[src/rtl/mem_stage_pkg.sv]
// mem_stage_pkg: shared state encoding, register-source codes and M/W record types
package mem_stage_pkg;
   typedef enum logic {MS_IDLE, MS_WAIT} ms_state_e;
   typedef enum logic [1:0] {RS_ALU, RS_MEM, RS_PC, RS_SPEC} reg_src_e;
   localparam int TIMEOUT_DEF = 64;
   typedef struct packed {
      logic [15:0] instr, read_data, alu_out, pc_inc, spec_ops;
      logic [1:0]  reg_src;
      logic        reg_write;
      logic [2:0]  write_reg;
      logic        halt, err;
   } mw_t;
   typedef struct packed {
      logic        wr;
      logic [15:0] addr, wdata;
   } req_t;
endpackage

[src/rtl/mem_stage_if.sv]
// mem_stage_if: variable-latency data-memory request/done handshake
interface mem_stage_if;
   logic        mem_req, mem_wr, mem_done;
   logic [15:0] mem_addr, mem_wdata, mem_rdata;
   modport master(output mem_req, mem_wr, mem_addr, mem_wdata, input mem_done, mem_rdata);
   modport slave(input mem_req, mem_wr, mem_addr, mem_wdata, output mem_done, mem_rdata);
endinterface

[src/rtl/mem_stage_mw_pipe.sv]
// mw_pipe: M/W pipeline register bank, loads whenever the stage is not stalled
module mw_pipe import mem_stage_pkg::*; (
   input  logic clk,
   input  logic rst,
   input  logic en,
   input  mw_t  d,
   output mw_t  q
);
   always_ff @(posedge clk or negedge rst)
      if (!rst) q <= '0;
      else if (en) q <= d;
endmodule

[src/rtl/mem_stage.sv]
// mem_stage: memory stage with request FSM, wait timeout, alignment check and M/W register
module mem_stage import mem_stage_pkg::*; #(
   parameter int TIMEOUT = TIMEOUT_DEF
) (
   input  logic        clk,
   input  logic        rst,
   input  logic [15:0] XM_instr,
   input  logic [15:0] XM_aluOut,
   input  logic [15:0] XM_writeData,
   input  logic [15:0] XM_pc_inc,
   input  logic [15:0] XM_specOps,
   input  logic        XM_memRead,
   input  logic        XM_memWrite,
   input  logic [1:0]  XM_regSrc,
   input  logic        XM_regWrite,
   input  logic [2:0]  XM_writeReg,
   input  logic        XM_halt,
   mem_stage_if.master mem,
   output logic        stall,
   output logic [15:0] MW_instr,
   output logic [15:0] MW_readData,
   output logic [15:0] MW_aluOut,
   output logic [15:0] MW_pc_inc,
   output logic [15:0] MW_specOps,
   output logic [1:0]  MW_regSrc,
   output logic        MW_regWrite,
   output logic [2:0]  MW_writeReg,
   output logic        MW_halt,
   output logic        MW_err
);
   localparam int CW = $clog2(TIMEOUT);
   ms_state_e state_q, state_d;
   logic [CW-1:0] cnt_q, cnt_d;
   req_t req_q, req_d, xm_req, cur_req;
   mw_t pl_q, pl_d, xm, cur, mw_d, mw_q;
   logic waiting, access, unaligned, timeout, req;
   always_comb begin
      xm = '{instr: XM_instr, read_data: 16'h0, alu_out: XM_aluOut, pc_inc: XM_pc_inc,
             spec_ops: XM_specOps, reg_src: XM_regSrc, reg_write: XM_regWrite,
             write_reg: XM_writeReg, halt: XM_halt, err: 1'b0};
      xm_req = '{wr: XM_memWrite, addr: XM_aluOut, wdata: XM_writeData};
      waiting = state_q == MS_WAIT;
      access = ~waiting & (XM_memRead | XM_memWrite);
      unaligned = access & XM_aluOut[0];
      // abort on the last allowed wait cycle so the request never sees TIMEOUT cycles
      timeout = waiting & ~mem.mem_done & (cnt_q == CW'(TIMEOUT - 2));
      req = rst & (waiting ? ~timeout : access & ~XM_aluOut[0]);
      stall = req & ~mem.mem_done;
      cur_req = waiting ? req_q : xm_req;
      cur = waiting ? pl_q : xm;
      mw_d = cur;
      mw_d.read_data = (req & mem.mem_done & ~cur_req.wr) ? mem.mem_rdata : 16'h0;
      mw_d.err = unaligned | timeout;
      mw_d.reg_write = cur.reg_write & ~(unaligned | timeout);
      state_d = stall ? MS_WAIT : MS_IDLE;
      cnt_d = waiting ? cnt_q + 1'b1 : '0;
      req_d = (stall & ~waiting) ? xm_req : req_q;
      pl_d = (stall & ~waiting) ? xm : pl_q;
   end
   always_ff @(posedge clk or negedge rst)
      if (!rst) begin
         state_q <= MS_IDLE;
         cnt_q <= '0;
         req_q <= '0;
         pl_q <= '0;
      end else begin
         state_q <= state_d;
         cnt_q <= cnt_d;
         req_q <= req_d;
         pl_q <= pl_d;
      end
   assign mem.mem_req = req;
   assign mem.mem_wr = cur_req.wr;
   assign mem.mem_addr = cur_req.addr;
   assign mem.mem_wdata = cur_req.wdata;
   mw_pipe u_mw (.clk(clk), .rst(rst), .en(~stall), .d(mw_d), .q(mw_q));
   assign MW_instr = mw_q.instr;
   assign MW_readData = mw_q.read_data;
   assign MW_aluOut = mw_q.alu_out;
   assign MW_pc_inc = mw_q.pc_inc;
   assign MW_specOps = mw_q.spec_ops;
   assign MW_regSrc = mw_q.reg_src;
   assign MW_regWrite = mw_q.reg_write;
   assign MW_writeReg = mw_q.write_reg;
   assign MW_halt = mw_q.halt;
   assign MW_err = mw_q.err;
endmodule

[src/flat_wrapper.sv]
// flat-port wrapper written by rule: the top's interface ports become plain ports
module mem_stage_flat import mem_stage_pkg::*;
#(
   parameter int TIMEOUT = TIMEOUT_DEF
)
  (clk, rst, XM_instr, XM_aluOut, XM_writeData, XM_pc_inc, XM_specOps, XM_memRead, XM_memWrite, XM_regSrc, XM_regWrite, XM_writeReg, XM_halt, stall, MW_instr, MW_readData, MW_aluOut, MW_pc_inc, MW_specOps, MW_regSrc, MW_regWrite, MW_writeReg, MW_halt, MW_err, mem_mem_req, mem_mem_wr, mem_mem_addr, mem_mem_wdata, mem_mem_done, mem_mem_rdata);
  mem_stage_if mem_i ();
  input  logic clk;
  input  logic rst;
  input  logic [15:0] XM_instr;
  input  logic [15:0] XM_aluOut;
  input  logic [15:0] XM_writeData;
  input  logic [15:0] XM_pc_inc;
  input  logic [15:0] XM_specOps;
  input  logic XM_memRead;
  input  logic XM_memWrite;
  input  logic [1:0] XM_regSrc;
  input  logic XM_regWrite;
  input  logic [2:0] XM_writeReg;
  input  logic XM_halt;
  output logic stall;
  output logic [15:0] MW_instr;
  output logic [15:0] MW_readData;
  output logic [15:0] MW_aluOut;
  output logic [15:0] MW_pc_inc;
  output logic [15:0] MW_specOps;
  output logic [1:0] MW_regSrc;
  output logic MW_regWrite;
  output logic [2:0] MW_writeReg;
  output logic MW_halt;
  output logic MW_err;
  output wire logic [$bits(mem_i.mem_req)-1:0] mem_mem_req;
  output wire logic [$bits(mem_i.mem_wr)-1:0] mem_mem_wr;
  output wire logic [$bits(mem_i.mem_addr)-1:0] mem_mem_addr;
  output wire logic [$bits(mem_i.mem_wdata)-1:0] mem_mem_wdata;
  input wire logic [$bits(mem_i.mem_done)-1:0] mem_mem_done;
  input wire logic [$bits(mem_i.mem_rdata)-1:0] mem_mem_rdata;
  assign mem_mem_req = mem_i.mem_req;
  assign mem_mem_wr = mem_i.mem_wr;
  assign mem_mem_addr = mem_i.mem_addr;
  assign mem_mem_wdata = mem_i.mem_wdata;
  assign mem_i.mem_done = mem_mem_done;
  assign mem_i.mem_rdata = mem_mem_rdata;
  mem_stage #(.TIMEOUT(TIMEOUT)) u_core (.clk(clk), .rst(rst), .XM_instr(XM_instr), .XM_aluOut(XM_aluOut), .XM_writeData(XM_writeData), .XM_pc_inc(XM_pc_inc), .XM_specOps(XM_specOps), .XM_memRead(XM_memRead), .XM_memWrite(XM_memWrite), .XM_regSrc(XM_regSrc), .XM_regWrite(XM_regWrite), .XM_writeReg(XM_writeReg), .XM_halt(XM_halt), .mem(mem_i), .stall(stall), .MW_instr(MW_instr), .MW_readData(MW_readData), .MW_aluOut(MW_aluOut), .MW_pc_inc(MW_pc_inc), .MW_specOps(MW_specOps), .MW_regSrc(MW_regSrc), .MW_regWrite(MW_regWrite), .MW_writeReg(MW_writeReg), .MW_halt(MW_halt), .MW_err(MW_err));
endmodule
[config.mk]
export PLATFORM = sky130hd
export DESIGN_NAME = mem_stage_flat
export DESIGN_NICKNAME = d
export VERILOG_FILES = /design/src/rtl/mem_stage_pkg.sv /design/src/rtl/mem_stage_if.sv /design/src/rtl/mem_stage_mw_pipe.sv /design/src/rtl/mem_stage.sv /design/src/flat_wrapper.sv
export SDC_FILE = /design/constraint.sdc
export NUM_CORES = 1
export LEC_CHECK = 0
export BUFFER_PORTS_ARGS = -buffer_cell sky130_fd_sc_hd__buf_2
export CAP_MARGIN = 40
export CORE_MARGIN = 2
export CORE_UTILIZATION = 47
export DETAILED_ROUTE_END_ITERATION = 7
export PLACE_DENSITY = 0.74
export SLEW_MARGIN = 0
export SYNTH_ARGS = -nofsm -noshare
export SYNTH_HDL_FRONTEND = slang
export SYNTH_HIERARCHICAL = 1
export SYNTH_SLANG_ARGS = --single-unit
[constraint.sdc]
create_clock -name clk -period 1.9 [get_ports clk]
set_input_delay 0.095 -clock clk [delete_from_list [all_inputs] [get_ports clk]]
set_output_delay 0.095 -clock clk [all_outputs]
set_load 0.005 [all_outputs]
[After elaboration in Yosys (flattened, before gate mapping)]
Index checks and enable logic that the tools add are counted.
Storage, ports and cells
  register bits after elaboration: 183
  bits of input ports: 108
  logic and storage cells: 49
Cells by class
  $add $sub $neg: 1
  equality and inequality tests: 1
  multiplexer cells: 6
  bitwise operators: 19
Operators with widths (number)
  $mux W88: 1
  $mux W33: 1
  $mux W16: 1
  $and A1 B1 Y1: 11
  $add A6 B1 Y6 const B: 1
  $eq A6 B6 Y1 const B: 1
  $mux W6: 1
  $not A1 Y1: 6
  $mux W1: 2
  $or A1 B1 Y1: 2

[Depth between registers and ports, before layout]
Gate-level depths: netlist of the first run.
  word-level depth: 9
  gate-level depth with buffers: 9

[Hierarchy]
The synthesis of the first run kept the hierarchy.
Modules (own cells, without submodules)
  mem_stage: times used 1, cells an instance 358, area each 4943.5 um^2, seq. area each 2377.3 um^2
  mw_pipe: times used 1, cells an instance 186, area each 3343.2 um^2, seq. area each 2202.1 um^2

[Worst setup path after synthesis of the first run]
No wires, ideal clock.
  kind: register to register
  start point: reg u_core.cnt_q[0]
  end point: reg u_core/u_mw/q[3] (netlist bit)
  arrival: 1.870 ns
  required time: 1.775 ns
  slack: -0.095 ns
  cell stages (with the launch flop): 10
  path buffers: 3
  clock period less this slack: 1.995 ns
  cells stage by stage: dfrtp_1 inv_1 ha_1 nand4_1 nor3_1 or3_1 buf_6 buf_6 buf_6 mux2_4
Between the ends
  word-level cells in the longest chain between the ends: 6
Ends and longest elaborated chain
  start: declaration: RTL line mem_stage.sv:33  | logic [CW-1:0] cnt_q, cnt_d;
  start signal: assignment: RTL line mem_stage.sv:68  | cnt_q <= cnt_d;
  $eq A6 B6 Y1: RTL line mem_stage.sv:46  | timeout = waiting & ~mem.mem_done & (cnt_q == CW'(TIMEOUT - 2));
  $and A1 B1 Y1: RTL line mem_stage.sv:46
  $not A1 Y1: RTL line mem_stage.sv:47  | req = rst & (waiting ? ~timeout : access & ~XM_aluOut[0]);
  $mux W1: RTL line mem_stage.sv:47
  $and A1 B1 Y1: RTL line mem_stage.sv:47
  $and A1 B1 Y1: RTL line mem_stage.sv:48  | stall = req & ~mem.mem_done;
  end signal: assignment: RTL line mem_stage_mw_pipe.sv:10  | if (!rst) q <= '0;
  end signal: assignment: RTL line mem_stage_mw_pipe.sv:11  | else if (en) q <= d;
  end: declaration: RTL line mem_stage_mw_pipe.sv:7  | output mw_t q
Every way passes these cells.
A chain may end at the register's enable or synchronous reset.

[Worst setup path in the final report of the first run]
  start point: reg u_core.state_q
  end point: reg u_core/req_q[13] (netlist bit)
Between the ends
  word-level cells in the longest chain between the ends: 7
  elaborated cells between the ends (all ways): 10
  classes of those cells: mux: 1; bitwise: 9
Ends and longest elaborated chain
  start: declaration: RTL line mem_stage.sv:32  | ms_state_e state_q, state_d;
  start signal: assignment: RTL line mem_stage.sv:67  | state_q <= state_d;
  $not A1 Y1 or $and A1 B1 Y1 (tied branches): RTL line mem_stage.sv:43, mem_stage.sv:57, mem_stage.sv:46
  $and A1 B1 Y1, on equally long branches: RTL line mem_stage.sv:43, mem_stage.sv:46
  $and A1 B1 Y1 or $not A1 Y1 (tied branches): RTL line mem_stage.sv:47
  $mux W1: RTL line mem_stage.sv:47
  $and A1 B1 Y1: RTL line mem_stage.sv:47
  $and A1 B1 Y1: RTL line mem_stage.sv:48
  $and A1 B1 Y1 *: RTL line mem_stage.sv:57  | req_d = (stall & ~waiting) ? xm_req : req_q;
  end signal: assignment: RTL line mem_stage.sv:69  | req_q <= req_d;
  end: declaration: RTL line mem_stage.sv:34  | req_t req_q, req_d, xm_req, cur_req;
Every way passes the cells marked *; elsewhere a longest branch is shown, timed or not.

==> results of run 1 <==
==> layout make-up <==
| class | instances | area share (%) |
|---|---|---|
| Timing Repair Buffer | 340 | 20.9 |
| Inverter | 4 | 0.157 |
| Clock inverter | 12 | 1.05 |
| Sequential cell | 183 | 41.0 |
| Tap cell | 225 | 2.52 |
| Clock buffer | 19 | 4.05 |
| Multi-Input combinational cell | 311 | 30.3 |
==> cells by family after synthesis <==
logic type | Yosys count
muxes | 263
DFF | 183
buffers and inverters | 50
and+or+nand+nor | 36
AOI/OAI and AO/OA | 7
xor gates and xnor gates | 3
adders and majority gates | 2
==> stage by stage <==
stage	power, µW	hold WS (ps)
floorplan	5730	-201
global placement	6270	319
detailed placement	6380	327
CTS	9960	0.0381
global route	10400	7.14
finish	9870	17.0
==> what timing repair did <==
item,4_1_cts,5_1_grt
gates resized for setup,1,4
endpoints found under the hold margin,276,0
pin swaps,0,1
buffers inserted,0,0
hold buffers,94,0
setup endpoints to repair,1,54
gates cloned,0,1
==> synth_stat cells, drive strengths merged (2+ instances only) <==
library cell,n
a21o,2
and2,17
buf,40
clkbuf,6
dfrtp,183
ha,2
inv,4
mux2,262
nand2,2
nand3,2
nor2,10
nor3,2
xor2,2
==> power groups by stage <==
stage               Combinational (µW)  Clock (µW)  Sequential, µW
floorplan                          932           0            4800
global placement                  1440           0            4820
detailed placement                1520           0            4870
CTS                               1670        3490            4800
global route                      1820        3670            4880
finish                            1670        3390            4810
==> sequential cells by signal (all words and copies together) (netlist names) <==
register,flops
u_core/u_mw/q,88
u_core/req_q,33
u_core/pl_q,55
u_core/cnt_q,6
u_core/state_q,1
==> per-layer routing <==
| metal | track usage [%] | vias up | share of wire, % |
|---|---|---|---|
| met4 | 7.10 | 0 | 1.9 |
| met1 | 23.9 | 2703 | 41 |
| met3 | 5.04 | 27 | 5.5 |
| met5 | 0 | - | 0 |
| li1 | - | 2542 | - |
| met2 | 35.6 | 160 | 52 |
==> worst min-delay path, delay by kind of cell <==
kind,cells,cell delay (ps)
buf+inv,1,70
mux,1,130
simple gates,1,100
==> final timing paths <==
path | endpoint | slack (ps)
worst max-delay path | u_core/req_q[13] | 60
worst min register to register | u_core/req_q[16] | 490
min in group asynchronous | u_core/pl_q[21] | 470
worst min-delay path | u_core/u_mw/q[63] | 20
worst max register to register | u_core/req_q[13] | 60
max in group asynchronous | u_core/state_q | 670
==> run summary, run 1 <==
Status = complete, no violations
Most common cell after layout, fill and taps aside = buf_2
Post-Synthesis Cells = 544
Cell family with the largest share of critical-path delay = flip-flops
Fin cells = 1094
Mux contribution to synthesized area = 36.7%
Placed Cells = 968
Least-Margin Pin Slew = 972 ps
CP endpoint kind = register
Die height = 137 µm
Mean Syn Cell Area = 15.2 µm²
Max Fclk = 544 MHz
Post-synth EDFFs = 0
IO Pins = 231
Seq cells post-synth = 183
Clock skew = 7.62 ps
DP Worst Slack = 54.3 ps
Hold Startpoint = mem_mem_rdata[7]
Yosys top cell area share = 55.3%
Post-synth top area cell = dfrtp_1
XOR/XNOR Fraction of Synth Area = 0.317%
Peak VDD IR = 0.000620 V
Crit Path Class = reg2reg
Number of synthesis warnings = 6
Core area = 17300 µm²
Logic gate share of total power = 16.9%
Most frequent cells in the layout = buf_2, mux2_2, dfrtp_1
Initial antenna violation count = 0
Syn_nets = 654
Avg WL per Cell = 17.2 µm
Sw frac = 24.7%
Critical Path AT = 2130 ps
Unique masters post-synth = 28
Remaining antenna violation count = 0
Max transition margin = 35.2%
Part of the power in the clock network = 34.4%
Net Sw Power = 2440 µW
Tcrit/Tclk final = 96.8%
Largest net degree at the start of global routing = 184
Crit-path slowest cell = dfrtp_4
Cts bufs inserted = 17
Total grt overflow = 0
Buf+Inv Stages, Crit Path = 3
Root Buffer = clkbuf_16
Worst-path clk slew = 70 ps
Cell Area, Synth = 8290 µm²
Sequential power share = 48.7%
CP Max Fanout = 9
R2R depth = 5
Wirelength, routed = 18.9 mm
Worst-skew pair later-pin latency = 420 ps
Final Critical Period = 1840 ps
Initial Utilization = 47.9%
Delay of the slowest critical-path stage = 560 ps
Vias in the first global route = 6071
DRC viols = 0
Reg-to-Reg Start = u_core/state_q
Main synth FF type = dfrtp_1
Max-cap violation count = 0
Adder-cell area share of the yosys netlist = 0.302%
Nets = 967
DP Area = 9620 µm²
Die footprint = 18700 µm²
DP Wirelength = 11.9 mm
Hold depth = 3
Setup ws final = 60.2 ps
Cells along the critical path = inv_4, buf_4, o2111ai_4, buf_4, mux2_1
Area of the multi-input gates = 3390 µm²
Vias post-DR = 5432
Drt via density = 4.97
CP Launch Type = register
TritonCTS clock tree = built
Cell internal pwr = 7430 µW
Lkg Pwr = 0.00529 µW
Clk buf depth = 2
Share of layout cells above drive strength 1 = 60.8%
CTS Sinks = 183
First-pass GRT wire length = 29.6 mm
CTS H-Tree Depth = 4
FP Rows = 48
Port buffer count = 230
Largest family of logic cells by synthesized area = multiplexers
Area grow syn2layout = 35.0%
Final Util = 64.7%
GRT Total Usage = 20.2%
Min-Delay Path Class = in2reg
Setup TNS Final = 0 ps
Post-layout instance area = 11200 µm²
Async SR Flop Fraction = 100%
Drt pass-1 iters = 4
Diode count = 0
WP data required = 2190 ps
Critical Path Start = u_core/state_q
Sequential area share after synthesis = 55.3%
Count of pins over their slew limit = 0
FF+latch area = 4580 µm²
Top cells by area, synth = dfrtp_1, mux2_2, mux2_4, mux2_1, buf_4
Setup violations, final = 0
Fin. Hold Viols = 0
RSZ-0062 raised after global routing = yes
Die X = 137 µm
Synth Area in Simple Gates = 2.31%
Fillers = 1296
Worst path depth = 5
PD cells = 883 nW/µm²
Crit path top cell by count = buf_4
Global placement routability congestion = 0.743
Iteration-0 DRC Markers = 158
Compound-Gate Fraction of Synth Area = 1.07%
No activity file was read; power rests on OpenSTA's default activity.
==> run 2, diff against run 1 <==
Settings changed: ABC_AREA set to 1, CORE_UTILIZATION 47 to 48, PLACE_DENSITY 0.74 to 0.75.
==> run summary, run 2 <==
Cell Area, Synth = 8610 µm² (+3.9%)
Vias in the first global route = 7921 (+30%)
CP Launch Type = register
Yosys top cell area share = 53.2% (-2.1 points)
Avg WL per Cell = 14.9 µm (-14%)
Crit Path Class = reg2out
Count leader, synth = nand2_1
Max Fclk = 544 MHz (+0.14%)
TritonCTS clock tree = built
Crit-path slowest cell = dfrtp_1
Most frequent cells in the layout = nand2_1, buf_2, dfrtp_1
Core area = 17400 µm² (+0.69%)
Vias post-DR = 8572 (+58%)
CTS H-Tree Depth = 4 (unchanged)
Area grow syn2layout = 36.3%
Count of pins over their slew limit = 0 (unchanged)
DRC viols = 0 (unchanged)
Power, Total = 10100 µW (+2.2%)
Remaining antenna violation count = 0 (unchanged)
DP Wirelength = 14.2 mm (+19%)
Drt via density = 5.10 (+2.6%)
FP Rows = 48 (unchanged)
Worst-path clk slew = 70 ps (about the same)
Fin cells = 1682 (+54%)
R2R depth = 11 (+6)
Most common cell after layout, fill and taps aside = nand2_1
PD cells = 860 nW/µm² (-2.6%)
Max-cap violation count = 0 (unchanged)
Post-synth EDFFs = 0 (unchanged)
Initial antenna violation count = 1 (+1)
Async SR Flop Fraction = 100% (unchanged)
Port buffer count = 230 (unchanged)
Critical Path AT = 1740 ps (-390 ps)
Placed Cells = 1534 (+58%)
First-pass GRT wire length = 39.1 mm (+32%)
Hold Startpoint = XM_aluOut[0]
Tcrit/Tclk final = 96.7% (-0.14 points)
Main synth FF type = dfrtp_1
CTS Sinks = 183 (unchanged)
Hold Crit Endpoint = u_core/u_mw/q[40]
Worst R2R Setup Slack = 80 ps (+20 ps)
Die X = 138 µm (+0.84%)
Least-Margin Pin Slew = 873 ps (-98.4 ps)
Lkg Pwr = 0.00667 µW (+26%)
Syn_nets = 1257 (+92%)
Reg-to-Reg Start = u_core/cnt_q[1]
Cts bufs inserted = 17 (unchanged)
Biggest regs = u_core/u_mw/q: 88 flops, u_core/pl_q: 55 flops, u_core/req_q: 33 flops
DP Area = 9860 µm² (+2.4%)
Fillers = 1435 (+11%)
Final Critical Period = 1840 ps (-2.59 ps)
Share of layout cells above drive strength 1 = 21.5% (-39 points)
Post-Synthesis Cells = 1147 (+110%)
GRT Total Usage = 26.1% (+6.0 points)
Total grt overflow = 0 (unchanged)
Clk buf depth = 2 (unchanged)
Seq cells post-synth = 183 (unchanged)
IO Pins = 231 (unchanged)
Delay of the slowest critical-path stage = 390 ps (-170 ps)
Max transition margin = 41.8% (+6.6 points)
WP data required = 1800 ps (-390 ps)
CP endpoint kind = output port
RSZ-0062 raised after global routing = yes
Drt pass-1 iters = 5 (+1)
Die height = 138 µm (+0.84%)
Fin Hold WS = 186 ps (+169 ps)
CP Max Fanout = 5 (-4)
Clock skew = 10.3 ps (+2.65 ps)
Sequential area share after synthesis = 53.2% (-2.1 points)
Max FFs per register = 88 (unchanged)
Fin. Hold Viols = 0 (unchanged)
Setup TNS Final = 0 ps (unchanged)
Wirelength, routed = 25.0 mm (+33%)
Status = complete, no violations
Post-synth top area cell = dfrtp_1
Worst reg2reg path endpoint = u_core/u_mw/q[21]
Most instantiated cells after synthesis = nand2_1, dfrtp_1, nand4_1
Unique masters post-synth = 22 (-21%)
Cells along the critical path = ha_2, nand2_1, inv_1, nand2_2, nor2_2, nor2_4, nand2_8, clkinv_4, buf_6
Largest net degree at the start of global routing = 160 (-13%)
Min-Delay Path Class = in2reg
Root Buffer = clkbuf_16
Initial Utilization = 49.4% (+1.5 points)
Number of synthesis warnings = 6 (unchanged)
Nets = 1554 (+61%)
Top cells by area, synth = dfrtp_1, nand2_1, nand4_1, buf_4, clkbuf_1
Global placement routability congestion = 0.779 (+4.8%)
Mean Syn Cell Area = 7.51 µm² (-51%)
Hold depth = 5 (+2)
Setup violations, final = 0 (unchanged)
Die footprint = 19000 µm² (+1.7%)
Largest Register = u_core/u_mw/q
Iteration-0 DRC Markers = 630 (+300%)
Peak VDD IR = 0.000647 V (+4.3%)
Post-layout instance area = 11700 µm² (+4.9%)
Worst-skew pair later-pin latency = 430 ps (about the same)
-- run 2: worst max-delay path, delay by kind of cell, from the launching register on --
kind / cells / cell delay [ps]
AND/OR/NAND/NOR: 5 / 540
flip-flops: 1 / 390
buffers and inverters: 3 / 210
adder cells (fa/ha/maj): 1 / 170
-- run 2: where the power goes --
| group | switching [µW] | internal [µW] |
|---|---|---|
| Combinational | 960 | 800 |
| Sequential | 320 | 4460 |
| Clock | 1570 | 1980 |
-- run 2: worst max-delay path by stage --
stage / startpoint / endpoint / slack [ps] / cells after the start
6_report: u_core/cnt_q[1] / stall / 60 / 9
3_5_place_dp: u_core/cnt_q[1] / u_core/pl_q[15] / 110 / 9
5_1_grt: u_core/state_q / mem_mem_addr[4] / -20 / 5
4_1_cts: u_core/cnt_q[0] / u_core/u_mw/q[68] / -20 / 13
2_1_floorplan: u_core/cnt_q[0] / u_core/u_mw/q[66] / 40 / 14
3_3_place_gp: u_core/state_q / u_core/u_mw/q[67] / 180 / 10
-- run 2: kinds of logic after synthesis --
| logic type | count (synthesis) | synth area share, % |
|---|---|---|
| buffers and inverters | 121 | 6.89 |
| AOI/OAI and AO/OA | 9 | 0.567 |
| DFF | 183 | 53.2 |
| and+or+nand+nor | 832 | 39.1 |
| adders and majority gates | 2 | 0.291 |
-- run 2: final cells by class --
| cell class | count | area, µm² | share of cell area [%] |
|---|---|---|---|
| diodes | 1 | 2.50 | 0.0213 |
| clock buffers | 18 | 439 | 3.74 |
| clock inverters | 13 | 144 | 1.23 |
| inverters | 28 | 124 | 1.06 |
| multi-input cells | 843 | 3480 | 29.7 |
| flip-flops and latches | 183 | 4580 | 39.0 |
| well taps | 225 | 282 | 2.40 |
| repair buffers | 371 | 2680 | 22.8 |
-- run 2: what timing repair did --
item / CTS / global route
gates resized for setup: 12 / 19
setup endpoints to repair: 3 / 112
hold buffers: 104 / 0
buffers inserted: 5 / 6
pin swaps: 2 / 3
endpoints found under the hold margin: 344 / 0
gates cloned: 2 / 0
-- run 2: stage by stage --
| stage | utilization [%] | worst slack [ps] |
|---|---|---|
| floorplan | - | 39.1 |
| global placement | 56.6 | 182 |
| detailed placement | 56.6 | 111 |
| CTS | 66.7 | -18.4 |
| global route | 67.4 | -16.3 |
| finish | 67.4 | 62.8 |
-- run 2: per-layer routing --
layer	global-route usage [%]	wire [µm]
met5	0	0
met4	9.47	548
met3	5.52	1940
met2	43.7	12200
met1	33.6	10400
